[src/rtl/pipe_hazard_ctrl.sv]
// Pipeline hazard controller: operand forwarding, load-use interlock, branch flush
// and fetch/data memory wait handling, plus a saturating stall performance counter.
module pipe_hazard_ctrl (
  input  logic        clk,
  input  logic        rst,
  input  logic [4:0]  Rs1D,
  input  logic [4:0]  Rs2D,
  input  logic [4:0]  Rs1E,
  input  logic [4:0]  Rs2E,
  input  logic [4:0]  RdE,
  input  logic        LoadE,
  input  logic [4:0]  RdM,
  input  logic [4:0]  RdW,
  input  logic        RegWriteM,
  input  logic        RegWriteW,
  input  logic        PCSrcE,
  input  logic        imem_ready,
  output logic        imem_abort,
  input  logic        dmem_req,
  input  logic        dmem_ready,
  output logic        StallF,
  output logic        StallD,
  output logic        StallE,
  output logic        StallM,
  output logic        FlushD,
  output logic        FlushE,
  output logic        FlushW,
  output logic [1:0]  ForwardAE,
  output logic [1:0]  ForwardBE,
  output logic [1:0]  state,
  output logic [15:0] stall_cnt
);

  // state | meaning
  // RUN   | no outstanding memory wait
  // IWAIT | instruction fetch outstanding (imem_ready low)
  // DWAIT | data memory access outstanding in Memory stage
  localparam logic [1:0] S_RUN   = 2'b00;
  localparam logic [1:0] S_IWAIT = 2'b01;
  localparam logic [1:0] S_DWAIT = 2'b10;

  logic [1:0]  state_q, state_d;
  logic [15:0] stall_cnt_q, stall_cnt_d;
  logic        lduse, dwait, iwait;
  logic        fwd_m_a, fwd_w_a, fwd_m_b, fwd_w_b;

  // x0 is hardwired zero, so it never forwards and never interlocks
  assign fwd_m_a = RegWriteM && (RdM != 5'd0) && (RdM == Rs1E);
  assign fwd_w_a = RegWriteW && (RdW != 5'd0) && (RdW == Rs1E);
  assign fwd_m_b = RegWriteM && (RdM != 5'd0) && (RdM == Rs2E);
  assign fwd_w_b = RegWriteW && (RdW != 5'd0) && (RdW == Rs2E);

  assign ForwardAE = fwd_m_a ? 2'b10 : (fwd_w_a ? 2'b01 : 2'b00);
  assign ForwardBE = fwd_m_b ? 2'b10 : (fwd_w_b ? 2'b01 : 2'b00);

  assign lduse = LoadE && (RdE != 5'd0) && ((RdE == Rs1D) || (RdE == Rs2D));
  assign dwait = dmem_req && !dmem_ready;
  assign iwait = !imem_ready;

  always_ff @(posedge clk or negedge rst) begin
    if (!rst) state_q <= S_RUN;
    else      state_q <= state_d;
  end

  always_comb begin
    state_d = state_q;
    case (state_q)
      S_RUN: begin
        if (dwait)                 state_d = S_DWAIT;
        else if (iwait && !PCSrcE) state_d = S_IWAIT;
      end
      S_IWAIT: begin
        if (dwait)                       state_d = S_DWAIT;
        else if (imem_ready || PCSrcE)   state_d = S_RUN;
      end
      S_DWAIT: begin
        if (dmem_ready) state_d = iwait ? S_IWAIT : S_RUN;
      end
      default: state_d = S_RUN;
    endcase
  end

  // Stall/flush depend only on the hazard priority; state only gates the abort
  always_comb begin
    StallF     = 1'b0;
    StallD     = 1'b0;
    StallE     = 1'b0;
    StallM     = 1'b0;
    FlushD     = 1'b0;
    FlushE     = 1'b0;
    FlushW     = 1'b0;
    imem_abort = 1'b0;
    if (dwait) begin
      StallF = 1'b1;
      StallD = 1'b1;
      StallE = 1'b1;
      StallM = 1'b1;
      FlushW = 1'b1;
    end else if (PCSrcE) begin
      FlushD     = 1'b1;
      FlushE     = 1'b1;
      imem_abort = (state_q == S_IWAIT);
    end else if (lduse) begin
      StallF = 1'b1;
      StallD = 1'b1;
      FlushE = 1'b1;
    end else if (iwait) begin
      StallF = 1'b1;
      FlushD = 1'b1;
    end
  end

  assign stall_cnt_d = (StallF && (stall_cnt_q != 16'hFFFF)) ? stall_cnt_q + 16'd1 : stall_cnt_q;

  always_ff @(posedge clk or negedge rst) begin
    if (!rst) stall_cnt_q <= 16'd0;
    else      stall_cnt_q <= stall_cnt_d;
  end

  assign state     = state_q;
  assign stall_cnt = stall_cnt_q;

endmodule
[config.mk]
export PLATFORM = sky130hd
export DESIGN_NAME = pipe_hazard_ctrl
export DESIGN_NICKNAME = d
export VERILOG_FILES = /design/src/rtl/pipe_hazard_ctrl.sv
export SDC_FILE = /design/constraint.sdc
export NUM_CORES = 1
export LEC_CHECK = 0
export ABC_CLOCK_PERIOD_IN_PS = 1940
export CORE_ASPECT_RATIO = 2
export CORE_MARGIN = 2
export CORE_UTILIZATION = 39
export CTS_CLUSTER_DIAMETER = 40
export DETAILED_ROUTE_END_ITERATION = 16
export PLACE_DENSITY = 0.8
export SYNTH_ARGS = -nofsm -noshare
export SYNTH_HDL_FRONTEND = slang
export SYNTH_SLANG_ARGS = --single-unit
[constraint.sdc]
create_clock -name clk -period 1.94 [get_ports clk]
set_input_delay 0.388 -clock clk [delete_from_list [all_inputs] [get_ports clk]]
set_output_delay 0.388 -clock clk [all_outputs]
set_load 0.05 [all_outputs]
==> results_dict.tcl, run 1 <==
set metrics [dict create \
    status "finished with violations" \
    violations "setup timing" \
    die_w_um 46.0 \
    rows 30 \
    syn_area_um2 1370 \
    syn_inst 148 \
    critPathSlowestCell "or4_4" \
    avgSynthCellArea_um2 9.27 \
    max_freq_mhz 437 \
    h-tree-depth 1 \
    drt_iter0_markers 14 \
    die_h_um 87.9 \
    cts.sink_count 18 \
    core_area_um2 3380 \
    clock_skew_ps 6.94 \
    timing.final.crit_share_pct 118 \
    synth.top_cell.area_share_pct 32.8 \
    grt_pass1_wl_mm 8.34 \
    finalSetupViolCount 14 \
    hold_viol_final 0 \
    yosys.cell_types.count 35 \
    finalCriticalPeriod_ps 2290 \
    slowest_delay_ps 540 \
    max_slew_margin_pct 64.9 \
    synth_area_leader_cell "dfrtp_1" \
    fin_util_pct 86.2 \
    viasPerCell 5.57 \
    multi_input_area_um2 1190 \
    arrival_ps 1900 \
    fin_nets 314 \
    gr-total-overflow 0 \
    dp_slack_ps -732 \
    ys_seq_area_share_pct 32.8 \
    worst_slack_ps -350 \
    clockRootBuffer "clkbuf_8" \
    clk_latency_ps 270 \
    antenna_found_initial 0 \
    clk_pin_slew_ps 70 \
    dr_total_vias 1671 \
    antenna_cells 0 \
    remaining_drc_errors 0 \
    crit_chain "buf_6 -> or4_4 -> o21ai_4 -> buf_6 -> nor4_4 -> buf_4 -> nor4_4 -> buf_12" \
    reg2reg_depth 8 \
    dp_hpwl_mm 4.10 \
    path_max_fanout 2 \
    synth-seq-cells 18 \
    die-area_um2 4040 \
    drv_cap 0 \
    firstDrtPassIters 4 \
    antenna_left 0 \
    grt_max_degree 19 \
    synth.net_count 193 \
    endpoint_kind "output pin" \
    final_layout_size_suffix_gt1_share_pct 60.4 \
    p_leak_nw 1.31 \
    peakVddDrop_uv 1190 \
    rsz0062_at_grt "true" \
    register_area_um2 465 \
    gp_congestion 0.900 \
    cts_tree "built" \
    powerDensity_nw_per_um2 740 \
    timing_worst_setup_path_type "primary input to output pin" \
    startpoint_type "primary input" \
    drv_slew 0 \
    port_buffers 73 \
    grt_pass1_vias 1875 \
    start_util_pct 40.6 \
    wire_per_inst_um 20.2 \
    worst_slew_pin_slew_ps 525 \
    grt_usage_pct 28.7 \
    syn2layout_area_growth_pct 112 \
    numCtsBuffers 3 \
    required_ps 1550 \
    routed_wl_mm 6.06 \
    holdCritPathClass "primary input to async pin" \
    io_pins 74 \
    n_fill_cell 163 \
    yosysWarnings 0 \
    ys_top_cells_by_area "dfrtp_1 (33%), xor2_1 (24%), xnor2_1 (5.1%)" \
    clk_path_buf_depth 2 \
    hold_buffers 0 \
]
==> cells in the final DEF, fill, tap and decap left out, types with 2 or more instances in the layout <==
| cell | instances |
|---|---|
| nor2_1 | 9 |
| buf_4 | 51 |
| nand2_1 | 8 |
| buf_8 | 2 |
| clkinvlp_4 | 2 |
| xnor2_1 | 7 |
| nor3_2 | 3 |
| xor2_2 | 4 |
| nor2_2 | 4 |
| buf_2 | 7 |
| dfrtp_2 | 12 |
| clkdlybuf4s15_1 | 5 |
| nand3_1 | 5 |
| dlygate4sd2_1 | 9 |
| or4_4 | 5 |
| clkbuf_2 | 10 |
| o21ai_4 | 2 |
| clkbuf_8 | 4 |
| nor3_4 | 3 |
| buf_6 | 16 |
| nor4b_4 | 2 |
| clkdlybuf4s15_2 | 2 |
| buf_12 | 11 |
| or3_1 | 2 |
| nor4_4 | 7 |
| dfrtp_1 | 6 |
| nand4_1 | 4 |
| nor2_4 | 2 |
| xor2_1 | 33 |
| clkdlybuf4s50_1 | 8 |
==> worst max-delay path, delay by kind of cell <==
kind / cells / cell delay (ps)
AO/OA/AOI/OAI: 1 / 180
buffers and inverters: 4 / 550
AND/OR/NAND/NOR: 3 / 780
==> per-layer routing <==
metal	up-vias	global-route usage [%]	routed length, um
met5	-	0	0
met4	0	21.6	365
met3	23	4.74	355
met2	91	54.9	3620
met1	808	22.9	1720
li1	749	-	-
==> power by group <==
| part | internal, mW | leakage (nW) | switching (mW) |
|---|---|---|---|
| Clock | 0.181 | 0.0288 | 0.135 |
| Sequential | 0.481 | 0.209 | 0.123 |
| Combinational | 0.489 | 1.07 | 0.748 |
==> sequential cells by signal, indices dropped and copies added (netlist names) <==
signal	flops
stall_cnt	16
state	2
==> area by class of cell <==
class | instances | share of cell area, %
sequential | 18 | 16.0
timing repair buffer | 122 | 39.2
clock buffer | 4 | 1.89
inverter | 3 | 0.644
tap | 32 | 1.37
multi-input combinational | 121 | 40.9
==> cell usage after synthesis, drive strengths merged <==
master,number
or3,2
ha,1
a211oi,1
xnor2,8
o21a,1
nand2b,2
o31a,1
mux2i,1
or2,1
xor2,37
nor2,15
nor4b,2
a22oi,1
o21ba,1
and3,1
o31ai,1
inv,3
a21oi,1
nor3b,2
mux2,1
nand4,4
or4,5
nor3,7
o21ai,3
nand3,5
clkbuf,1
nand2,8
buf,5
dfrtp,18
nor4,9
==> worst paths after layout <==
check | endpoint | start | slack (ps)
max | ForwardAE[0] | RdM[2] | -350
min | stall_cnt[12] | rst | 470
max reg2reg | stall_cnt[2] | stall_cnt[0] | 30
min reg2reg | stall_cnt[15] | stall_cnt[15] | 490
max in group asynchronous | stall_cnt[9] | rst | 1240
min in group clk | stall_cnt[15] | stall_cnt[15] | 490
==> cells by family after synthesis <==
kind of cell               count (synthesis)  synth area share, %
and+or+nand+nor                           63                 26.5
xor gates and xnor gates                  45                 28.7
DFF                                       18                 32.8
AOI/OAI and AO/OA                         10                 5.38
buffers and inverters                      9                 4.10
muxes                                      2                 1.55
adders and majority gates                  1                0.911
==> per-stage QoR <==
step	hold WS (ps)	instances	TNS, ps	instance area (um^2)	power [mW]
after floorplan	92.4	148	-607	1480	1.23
after global placement	473	281	-11400	2530	1.69
after detailed placement	472	281	-13070	2530	1.73
after CTS	459	294	-1350	2770	2.08
after global routing	497	300	-2990	2910	2.23
final	468	300	-1760	2910	2.16
==> timing repair <==
item / CTS / global route
pin swaps: 40 / 31
endpoints found under the setup margin: 25 / 21
resized for setup: 122 / 55
buffers inserted: 10 / 7
(Power assumes the default switching activity.)
==> run 2: changes to the inputs <==
Settings changed: ABC_AREA set to 0.
==> results of run 2 <==
The final DEF is identical to that of run 1; final timing and power are the same.
==> run 3: changes to the inputs <==
Settings changed: CORE_ASPECT_RATIO 2 to 0.6.
==> run 3 against run 2 <==
  * The run still ends with setup timing left
  * Cell count is 3.3% higher
  * Hold slack improved by 3.7 ps
  * Worst setup slack improved by 51 ps
  * Via count shrank 2.9%
  * Power shrank 3.2%
  * Core utilization up 1.7 points
  * Global-route usage increased by 0.16 points
  * Non-clock buffer count is 3 lower
  * Critical path type unchanged
  * Highest routed layer unchanged
==> results_dict.tcl, run 3 (same netlist as run 1, synthesis figures left out) <==
set metrics [dict create \
    status "finished with violations" \
    violations "setup timing" \
    max_slew_margin_pct 62.4 \
    drt_iter0_markers 82 \
    pwr-share-seq_pct 29.0 \
    arrival_ps 1850 \
    drv_cap 0 \
    combPwrFrac_pct 58.0 \
    path_max_fanout 3 \
    routed_wl_mm 5.94 \
    finalSetupViolCount 15 \
    port_buffers 73 \
    holdCritPathClass "primary input to async pin" \
    holdWs_ps 472 \
    fin_nets 311 \
    final_common_cell "buf_4" \
    startpoint_type "primary input" \
    clockRootBuffer "clkbuf_8" \
    grt_pass1_vias 1613 \
    register_area_um2 465 \
    worst_slew_pin_slew_ps 561 \
    wire_per_inst_um 19.2 \
    n_fill_cell 162 \
    worst_slack_ps -300 \
    required_ps 1550 \
    final_layout_size_suffix_gt1_share_pct 60.8 \
    final_cells 310 \
    dp_slack_ps -673 \
    viasPerCell 5.24 \
    grt_usage_pct 28.8 \
    dp_hpwl_mm 4.00 \
    p_leak_nw 1.28 \
    internal_power_mw 1.10 \
    timing.final.crit_share_pct 115 \
    dr_total_vias 1623 \
    p_switching_mw 0.982 \
    die_w_um 80.6 \
    finalCriticalPeriod_ps 2240 \
    numCtsBuffers 3 \
    largest_register_ffs 16 \
    clk_latency_ps 260 \
    grt_pass1_wl_mm 8.63 \
    hold_viol_final 0 \
    remaining_drc_errors 0 \
    p_sw_share_pct 47.1 \
    cts_tree "built" \
    syn2layout_area_growth_pct 112 \
    timing_worst_setup_path_type "primary input to output pin" \
    start_util_pct 41.6 \
    powerDensity_nw_per_um2 718 \
    antenna_found_initial 0 \
    rsz0062_at_grt "true" \
    antenna_left 0 \
    gp_congestion 0.906 \
    h-tree-depth 1 \
    fin_area_um2 2910 \
    io_pins 74 \
    hold_buffers 0 \
    peakVddDrop_uv 1190 \
    gr-total-overflow 0 \
    rows 16 \
    cts.sink_count 18 \
    placed_cells 292 \
    clk_path_buf_depth 2 \
    clock_skew_ps 8.78 \
    die-area_um2 4030 \
    endpoint_kind "output pin" \
    layout_common_cells "buf_4 (49), xor2_1 (34), buf_6 (14)" \
    place_area_um2 2530 \
    drv_slew 0 \
    antenna_cells 0 \
    clk_pin_slew_ps 70 \
    clkPwrFrac_pct 13.0 \
    grt_max_degree 19 \
    max_freq_mhz 447 \
    die_h_um 50.0 \
    core_area_um2 3300 \
    multi_input_area_um2 1190 \
    firstDrtPassIters 4 \
]
[run 3: cell count changes in the layout (fill, tap and decap cells not counted), moves of 2 or more]
cell and change:
nor3_4 -2, buf_4 -2, nor2_2 +2, buf_8 +3, nor3_2 +2, buf_6 -2, buf_2 +4, clkbuf_2 -5
[run 3: layer usage]
metal | vias up | share of wire (%) | GRT usage (%) | wire (um)
met5 | - | 0 | 0 | 0
met4 | 0 | 2.8 | 3.67 | 165
met3 | 12 | 4.8 | 4.95 | 285
met2 | 54 | 48 | 47.4 | 2860
met1 | 805 | 44 | 40.8 | 2640
li1 | 752 | - | - | -
[run 3: final timing paths]
kind	from	end	slack, ps	cells after the start
max	RdE[2]	StallF	-300	6
min	rst	stall_cnt[12]	470	2
max reg2reg	stall_cnt[10]	stall_cnt[11]	-20	7
min reg2reg	stall_cnt[15]	stall_cnt[15]	490	1
max in group asynchronous	rst	stall_cnt[15]	1250	2
min in group clk	stall_cnt[15]	stall_cnt[15]	490	1
[run 3: area by class of cell]
class	instances	area share (%)
multi-input cells	121	41.0
repair buffers	119	38.8
flip-flops and latches	18	16.0
well taps	45	1.94
clock buffers	4	1.55
inverters	3	0.646
[run 3: repair_timing]
| item | in CTS | in global routing |
|---|---|---|
| gates cloned | 1 | 0 |
| pin swaps | 34 | 32 |
| gates resized for setup | 146 | 42 |
| buffers inserted | 8 | 6 |
| endpoints found under the setup margin | 25 | 23 |
[run 3: critical path, stage by stage]
cell        delay (ps)
buf_8              100
or4_4              540
o21ai_4            240
o31a_1             280
clkinvlp_4         140
buf_8              160
[run 3: through the flow]
stage	total power, mW	utilization, %	TNS [ps]
5_1_grt	2.18	88.0	-2530
3_5_place_dp	1.71	76.6	-12960
4_1_cts	2.02	83.2	-1180
2_1_floorplan	1.23	-	-607
6_report	2.09	88.0	-1690
3_3_place_gp	1.67	76.6	-11850
[run 3: power groups by stage]
stage | clock (mW) | combinational, mW | sequential, mW
after floorplan | 0 | 0.298 | 0.928
after global placement | 0 | 1.08 | 0.592
after detailed placement | 0 | 1.10 | 0.603
after CTS | 0.271 | 1.15 | 0.599
after global routing | 0.294 | 1.26 | 0.618
final | 0.271 | 1.21 | 0.604
